### config.mk
export PLATFORM = sky130hd
export DESIGN_NAME = dm_access_ctrl
export DESIGN_NICKNAME = d
export VERILOG_FILES = /design/src/rtl/dm_ctrl_pkg.sv /design/src/rtl/dm_rr_arb.sv /design/src/rtl/dm_access_ctrl.sv
export SDC_FILE = /design/constraint.sdc
export NUM_CORES = 1
export LEC_CHECK = 0
export CORE_ASPECT_RATIO = 1.2
export CORE_MARGIN = 2
export CORE_UTILIZATION = 44
export CTS_CLUSTER_DIAMETER = 80
export CTS_CLUSTER_SIZE = 25
export DETAILED_ROUTE_END_ITERATION = 16
export GPL_TIMING_DRIVEN = 0
export PLACE_DENSITY = 0.81
export SLEW_MARGIN = 25
export SYNTH_ARGS = -nofsm -noshare
export SYNTH_HDL_FRONTEND = slang
export SYNTH_SLANG_ARGS = --single-unit
### constraint.sdc
create_clock -name clk -period 2.75 [get_ports clk]
set_clock_uncertainty 0.05 [all_clocks]
set_input_delay 0.275 -clock clk [delete_from_list [all_inputs] [get_ports clk]]
set_output_delay 0.275 -clock clk [all_outputs]
set_load 0.05 [all_outputs]
### src/rtl/dm_ctrl_pkg.sv
// Shared definitions for the data-memory access controller.
// Holds the core operation encodings, the controller state enum and the
// requester identifiers used by the arbiter and the controller.
package dm_ctrl_pkg;

    localparam logic [2:0] OP_LOAD  = 3'd1;
    localparam logic [2:0] OP_STORE = 3'd2;
    localparam logic [2:0] OP_PUSH  = 3'd3;
    localparam logic [2:0] OP_POP   = 3'd4;

    typedef enum logic [1:0] {
        IDLE = 2'd0,
        MEM  = 2'd1,
        RESP = 2'd2
    } state_e;

    typedef enum logic {
        REQ_CORE = 1'b0,
        REQ_LDR  = 1'b1
    } req_id_e;

endpackage

### src/rtl/dm_rr_arb.sv
// Two-way round-robin arbiter between the core and the loader.
// Ports:
//   req[1:0]    request vector, bit 0 = core, bit 1 = loader
//   last_grant  requester served most recently
//   enable      arbitration allowed this cycle (controller idle)
//   grant[1:0]  one-hot grant, same bit order as req; zero when disabled
module dm_rr_arb
    import dm_ctrl_pkg::*;
(
    input  logic [1:0] req,
    input  req_id_e    last_grant,
    input  logic       enable,
    output logic [1:0] grant
);

    // On a tie the requester that was not served last wins, so a
    // continuously requesting loser is always next in line.
    always_comb begin
        grant = 2'b00;
        if (enable) begin
            if (req == 2'b11) begin
                grant = (last_grant == REQ_LDR) ? 2'b01 : 2'b10;
            end else begin
                grant = req;
            end
        end
    end

endmodule

### src/rtl/dm_access_ctrl.sv
// Data-memory access sequencer for the 16-bit core.
// Arbitrates core LOAD/STORE/PUSH/POP and loader reads/writes onto one
// single-port memory with 1-cycle registered read latency, owns the stack
// pointer and flags push overflow / pop underflow.
// Ports:
//   clk, rst                      clock, asynchronous active-high reset
//   core_req/op/addr/wdata        core request (held until core_ack)
//   core_ack                      one-cycle core completion pulse
//   ldr_req/we/addr/wdata         loader request (held until ldr_ack)
//   ldr_ack                       one-cycle loader completion pulse
//   rd_data                       read data, valid only in the ack cycle
//   sp                            current stack pointer
//   clr_flags, stack_ovf/unf      sticky stack error flags and their clear
//   mem_en/we/addr/wdata/rdata    memory array interface
module dm_access_ctrl
    import dm_ctrl_pkg::*;
#(
    parameter logic [15:0] STACK_BASE  = 16'hFFFF,
    parameter logic [15:0] STACK_LIMIT = 16'hFE00
) (
    input  logic        clk,
    input  logic        rst,
    input  logic        core_req,
    input  logic [2:0]  core_op,
    input  logic [8:0]  core_addr,
    input  logic [15:0] core_wdata,
    output logic        core_ack,
    input  logic        ldr_req,
    input  logic        ldr_we,
    input  logic [15:0] ldr_addr,
    input  logic [15:0] ldr_wdata,
    output logic        ldr_ack,
    output logic [15:0] rd_data,
    output logic [15:0] sp,
    input  logic        clr_flags,
    output logic        stack_ovf,
    output logic        stack_unf,
    output logic        mem_en,
    output logic        mem_we,
    output logic [15:0] mem_addr,
    output logic [15:0] mem_wdata,
    input  logic [15:0] mem_rdata
);

    state_e      state;
    state_e      next_state;
    req_id_e     last_grant;
    req_id_e     lock_who;
    logic        lock_read;
    logic        lock_push;
    logic        lock_pop;
    logic        lock_ovf;
    logic        lock_unf;
    logic        rd_sel;
    logic [1:0]  grant;

    logic        acc;
    logic        acc_we;
    logic        acc_read;
    logic        acc_push;
    logic        acc_pop;
    logic        acc_ovf;
    logic        acc_unf;
    logic [15:0] acc_addr;
    logic [15:0] acc_wdata;

    dm_rr_arb u_arb (
        .req        ({ldr_req, core_req}),
        .last_grant (last_grant),
        .enable     (state == IDLE),
        .grant      (grant)
    );

    // Fixed three-cycle sequence: grant, memory strobe, acknowledge.
    always_comb begin
        next_state = IDLE;
        case (state)
            IDLE:    next_state = (grant != 2'b00) ? MEM : IDLE;
            MEM:     next_state = RESP;
            RESP:    next_state = IDLE;
            default: next_state = IDLE;
        endcase
    end

    // Decode the granted request into a memory access and its side effects.
    // Out-of-bounds stack ops and illegal core ops produce no access; they
    // only record the flag to raise when the op is acknowledged.
    always_comb begin
        acc       = 1'b0;
        acc_we    = 1'b0;
        acc_read  = 1'b0;
        acc_push  = 1'b0;
        acc_pop   = 1'b0;
        acc_ovf   = 1'b0;
        acc_unf   = 1'b0;
        acc_addr  = 16'h0000;
        acc_wdata = 16'h0000;
        if (grant[1]) begin
            acc       = 1'b1;
            acc_we    = ldr_we;
            acc_read  = ~ldr_we;
            acc_addr  = ldr_addr;
            acc_wdata = ldr_wdata;
        end else if (grant[0]) begin
            case (core_op)
                OP_LOAD: begin
                    acc      = 1'b1;
                    acc_read = 1'b1;
                    acc_addr = {7'b0, core_addr};
                end
                OP_STORE: begin
                    acc       = 1'b1;
                    acc_we    = 1'b1;
                    acc_addr  = {7'b0, core_addr};
                    acc_wdata = core_wdata;
                end
                OP_PUSH: begin
                    if (sp >= STACK_LIMIT) begin
                        acc       = 1'b1;
                        acc_we    = 1'b1;
                        acc_push  = 1'b1;
                        acc_addr  = sp;
                        acc_wdata = core_wdata;
                    end else begin
                        acc_ovf = 1'b1;
                    end
                end
                OP_POP: begin
                    if (sp < STACK_BASE) begin
                        acc      = 1'b1;
                        acc_read = 1'b1;
                        acc_pop  = 1'b1;
                        acc_addr = sp + 16'd1;
                    end else begin
                        acc_unf = 1'b1;
                    end
                end
                default: ;
            endcase
        end
    end

    // State register plus all registered outputs. The request is locked at
    // the grant edge, so later changes on the request ports are ignored
    // until the controller returns to IDLE.
    always_ff @(posedge clk or posedge rst) begin
        if (rst) begin
            state      <= IDLE;
            last_grant <= REQ_LDR;
            lock_who   <= REQ_CORE;
            lock_read  <= 1'b0;
            lock_push  <= 1'b0;
            lock_pop   <= 1'b0;
            lock_ovf   <= 1'b0;
            lock_unf   <= 1'b0;
            rd_sel     <= 1'b0;
            core_ack   <= 1'b0;
            ldr_ack    <= 1'b0;
            mem_en     <= 1'b0;
            mem_we     <= 1'b0;
            mem_addr   <= 16'h0000;
            mem_wdata  <= 16'h0000;
            sp         <= STACK_BASE;
            stack_ovf  <= 1'b0;
            stack_unf  <= 1'b0;
        end else begin
            state    <= next_state;
            mem_en   <= 1'b0;
            mem_we   <= 1'b0;
            core_ack <= 1'b0;
            ldr_ack  <= 1'b0;
            rd_sel   <= 1'b0;
            case (state)
                IDLE: begin
                    if (next_state == MEM) begin
                        lock_who  <= grant[1] ? REQ_LDR : REQ_CORE;
                        lock_read <= acc_read;
                        lock_push <= acc_push;
                        lock_pop  <= acc_pop;
                        lock_ovf  <= acc_ovf;
                        lock_unf  <= acc_unf;
                        mem_en    <= acc;
                        mem_we    <= acc & acc_we;
                        if (acc) begin
                            mem_addr  <= acc_addr;
                            mem_wdata <= acc_wdata;
                        end
                    end
                end
                MEM: begin
                    core_ack <= (lock_who == REQ_CORE);
                    ldr_ack  <= (lock_who == REQ_LDR);
                    rd_sel   <= lock_read;
                end
                RESP: begin
                    last_grant <= lock_who;
                    if (lock_push) begin
                        sp <= sp - 16'd1;
                    end else if (lock_pop) begin
                        sp <= sp + 16'd1;
                    end
                end
                default: ;
            endcase
            // A flag being raised this cycle takes priority over a clear.
            if (state == RESP && lock_ovf) begin
                stack_ovf <= 1'b1;
            end else if (clr_flags) begin
                stack_ovf <= 1'b0;
            end
            if (state == RESP && lock_unf) begin
                stack_unf <= 1'b1;
            end else if (clr_flags) begin
                stack_unf <= 1'b0;
            end
        end
    end

    // The memory output register already holds the read word during the
    // ack cycle; it is gated so rd_data is zero for writes and no-ops.
    assign rd_data = rd_sel ? mem_rdata : 16'h0000;

endmodule

==> metrics.txt <==
# TYPE chip_impl_metric gauge
chip_impl_metric{name="least_margin_pin_slew",unit="ps"} 746
chip_impl_metric{name="crit_arrival",unit="ps"} 2710
chip_impl_info{name="slowest_stage",value="or4_1"} 1
chip_impl_metric{name="synth_fp_nets",unit=""} 494
chip_impl_metric{name="cts.clk_slew.worst_paths",unit="ps"} 70
chip_impl_metric{name="global_route_wire_length_before_repair",unit="um"} 19000
chip_impl_metric{name="post_synth_num_cell_types",unit=""} 62
chip_impl_metric{name="required",unit="ps"} 2920
chip_impl_metric{name="vias_per_cell",unit=""} 5.62
chip_impl_metric{name="postSynthRegisterBits",unit=""} 64
chip_impl_info{name="status",value="complete, no violations"} 1
chip_impl_metric{name="chipHeight",unit="um"} 106
chip_impl_metric{name="dr_wl_met2",unit="um"} 5830
chip_impl_metric{name="seq_area_frac_synth",unit="%"} 42.8
chip_impl_info{name="critical_path_class",value="register to register"} 1
chip_impl_metric{name="effective_utilization_at_floorplan",unit="%"} 44.8
chip_impl_info{name="dominantRegCellSynth",value="dfrtp_1"} 1
chip_impl_metric{name="worst_skew_pair.late_latency",unit="ps"} 350
chip_impl_info{name="synth_top_area_cell",value="dfrtp_1"} 1
chip_impl_metric{name="dr.pass1.iters",unit=""} 8
chip_impl_metric{name="grtUsageTotal",unit="%"} 26.0
chip_impl_metric{name="grt_overflow",unit=""} 0
chip_impl_metric{name="hpwl",unit="um"} 9370
chip_impl_metric{name="dp.cells",unit=""} 675
chip_impl_metric{name="num_vias",unit=""} 3901
chip_impl_info{name="timing.critical_path.cells",value="ha_1, nand3_1, or4_1, and3_1, o21ai_0, o211ai_1"} 1
chip_impl_metric{name="n_antenna_cell",unit=""} 0
chip_impl_metric{name="ys.warnings.count",unit=""} 0
chip_impl_metric{name="antenna_found_initial",unit=""} 0
chip_impl_info{name="cts_tree",value="yes"} 1
chip_impl_info{name="synth.cells.most_frequent",value="dfrtp_1, o21ai_0, nand2_1, inv_1, and2_1"} 1
chip_impl_metric{name="synth-async-reset-ratio",unit="%"} 100
chip_impl_info{name="root_buffer",value="clkbuf_8"} 1
chip_impl_metric{name="synth_largest_type_area_fraction",unit="%"} 31.0
chip_impl_metric{name="clock_sink_count",unit=""} 64
chip_impl_metric{name="vdd_drop_max",unit="V"} 0.000351
chip_impl_metric{name="synth.cell_area",unit="um2"} 3790
chip_impl_metric{name="drive_above_1_share",unit="%"} 12.1
chip_impl_info{name="end_kind",value="register"} 1
chip_impl_metric{name="grt_pass1_vias",unit=""} 3787
chip_impl_info{name="grt_setup_unrepaired",value="no"} 1
chip_impl_info{name="top_layer",value="met4"} 1
chip_impl_metric{name="finalHoldViolCount",unit=""} 0
chip_impl_metric{name="timing.max_slew.rel_slack",unit="%"} 49.9
chip_impl_metric{name="htree_levels",unit=""} 3
chip_impl_info{name="hold_class",value="input port to async pin"} 1
chip_impl_metric{name="clock_tree.buffer_depth",unit=""} 2
chip_impl_metric{name="synthesis.instances",unit=""} 409
chip_impl_metric{name="routed-wl-met3",unit="um"} 1060
chip_impl_metric{name="finalWirelength",unit="um"} 12200
chip_impl_metric{name="worst_hold_slack",unit="ps"} 183
chip_impl_metric{name="area_of_the_placeable_core",unit="um2"} 8470
chip_impl_metric{name="critical_path.max_fanout",unit=""} 8
chip_impl_metric{name="setup_violations_final",unit=""} 0
chip_impl_metric{name="critical-path-max-stage-delay",unit="ps"} 670
chip_impl_metric{name="syn_avg_cell_area",unit="um2"} 9.28
chip_impl_metric{name="power_density",unit="nW/um2"} 885
chip_impl_metric{name="die_w",unit="um"} 88.8
chip_impl_info{name="yosysMostFrequentCell",value="dfrtp_1"} 1
chip_impl_metric{name="detail_route.drc_violations",unit=""} 0
chip_impl_metric{name="finalCriticalPeriod",unit="ps"} 2550
chip_impl_metric{name="floorplan.die_area",unit="um2"} 9380
chip_impl_metric{name="starting_drc_count_in_detailed_routing",unit=""} 243
chip_impl_info{name="timing.critical_path.from_type",value="register"} 1
chip_impl_metric{name="p_leak",unit="nW"} 2.34
chip_impl_metric{name="finalNetCount",unit=""} 658
chip_impl_metric{name="area.growth.synth_to_final",unit="%"} 50.9
chip_impl_metric{name="top_level_ports",unit=""} 152
chip_impl_metric{name="cts_hold_repair.buffers",unit=""} 0
chip_impl_metric{name="maxSlewViolCount",unit=""} 0
chip_impl_metric{name="rows",unit=""} 37
chip_impl_metric{name="m1WireLength",unit="um"} 5040
chip_impl_metric{name="synth_enable_flop_cells",unit=""} 0
chip_impl_metric{name="grt_start_max_net_pins",unit=""} 46
chip_impl_metric{name="cts_buffers",unit=""} 9
chip_impl_metric{name="fmax",unit="MHz"} 393
chip_impl_metric{name="final_min_period_over_clock_period",unit="%"} 92.6
chip_impl_metric{name="gp_routability_congestion",unit=""} 0.912
chip_impl_metric{name="io_buffers",unit=""} 148
chip_impl_metric{name="drv_cap",unit=""} 0
chip_impl_info{name="post_synth_main_area_contributors",value="dfrtp_1, dfstp_2, o21ai_0"} 1
chip_impl_metric{name="route.detailed.wl_per_inst",unit="um"} 17.6
chip_impl_metric{name="instances_no_fill",unit=""} 694
chip_impl_metric{name="ant_nets_after_route",unit=""} 0
## report_power, final
group	total (mW)	switching (mW)	internal (mW)	leakage, nW
logic	2.65	1.71	0.945	1.47
registers	1.50	0.216	1.28	0.756
clock network	0.916	0.362	0.554	0.112
total	5.07	2.28	2.78	2.34
## logic make-up after synthesis
| logic type | count (synthesis) | synth area share, % |
|---|---|---|
| adders and majority gates | 3 | 0.990 |
| AOI/OAI and AO/OA | 124 | 22.0 |
| buffers and inverters | 57 | 8.18 |
| and+or+nand+nor | 135 | 19.9 |
| muxes | 5 | 1.35 |
| DFF | 64 | 42.8 |
| xor gates and xnor gates | 21 | 4.85 |
## flip-flops by register name, summed over array words and instances (netlist names)
signal,cells
core_ack,1
last_grant,1
ldr_ack,1
lock_ovf,1
lock_pop,1
lock_push,1
lock_read,1
lock_unf,1
lock_who,1
mem_addr,16
mem_en,1
mem_wdata,16
mem_we,1
rd_sel,1
sp,16
stack_ovf,1
stack_unf,1
state,2
## layout make-up
type / count / area [um2]
clock inverters: 3 / 65.1
multi-input cells: 288 / 1880
well taps: 117 / 146
plain buffers: 31 / 215
repair buffers: 153 / 1540
flip-flops and latches: 64 / 1620
clock buffers: 12 / 155
fillers: 697 / 2750
inverters: 26 / 100
## cell usage in the layout (no fill, tap or decap), types with 14 or more instances in the layout
cell type / Yosys / final
clkdlybuf4s50_1: 0 / 148
dfrtp_1: 47 / 47
o21ai_0: 38 / 38
nand2_1: 31 / 31
inv_1: 26 / 24
and2_1: 21 / 21
clkbuf_8: 6 / 17
a22oi_1: 17 / 17
dfstp_2: 17 / 17
clkbuf_1: 17 / 16
nor2_1: 14 / 14
## per-layer routing
| metal | vias to the layer above | track usage [%] |
|---|---|---|
| li1 | 1812 | - |
| met1 | 1877 | 32.7 |
| met2 | 184 | 42.8 |
| met3 | 28 | 4.93 |
| met4 | 0 | 11.6 |
| met5 | - | 0 |
## through the flow
step	power [mW]	TNS [ps]	worst slack (ps)	cell area [um2]	util [%]
after floorplan	3.18	0	125	3790	-
after global placement	4.09	-14250	-262	5420	64.0
after detailed placement	4.15	-2550	-273	5450	64.3
after CTS	5.08	0	108	5710	67.4
after global routing	5.30	0	44.8	5720	67.6
final	5.07	0	203	5720	67.6
## final timing paths
path                            slack (ps)  cells past startpoint                 start                      end
min in group clk                       390                      4            core_op[1]    lock_read$_DFFE_PP0P_
worst min-delay path                   180                      2                   rst    stack_ovf$_DFFE_PP0P_
worst max register to register         200                      6     sp[0]$_DFFE_PP1P_  mem_addr[1]$_DFFE_PP0P_
max in group asynchronous             1910                      3                   rst        sp[5]$_DFFE_PP1P_
worst max-delay path                   200                      6     sp[0]$_DFFE_PP1P_  mem_addr[1]$_DFFE_PP0P_
worst min register to register         440                      1  lock_who$_DFFE_PP0P_       core_ack$_DFF_PP0_
## critical path, delay by kind of cell, from the launching register on
kind | cells | cell delay [ps]
AO/OA/AOI/OAI | 2 | 340
AND/OR/NAND/NOR | 3 | 1130
flip-flops | 1 | 630
adder cells (fa/ha/maj) | 1 | 260
## what timing repair did
action                                  CTS  global route
buffers inserted                          4             0
pin swaps                                 3             0
resized for setup                         2             6
endpoints found under the hold margin     0             0
endpoints found under the setup margin   18            18
Power figures use the tool's default switching activity.
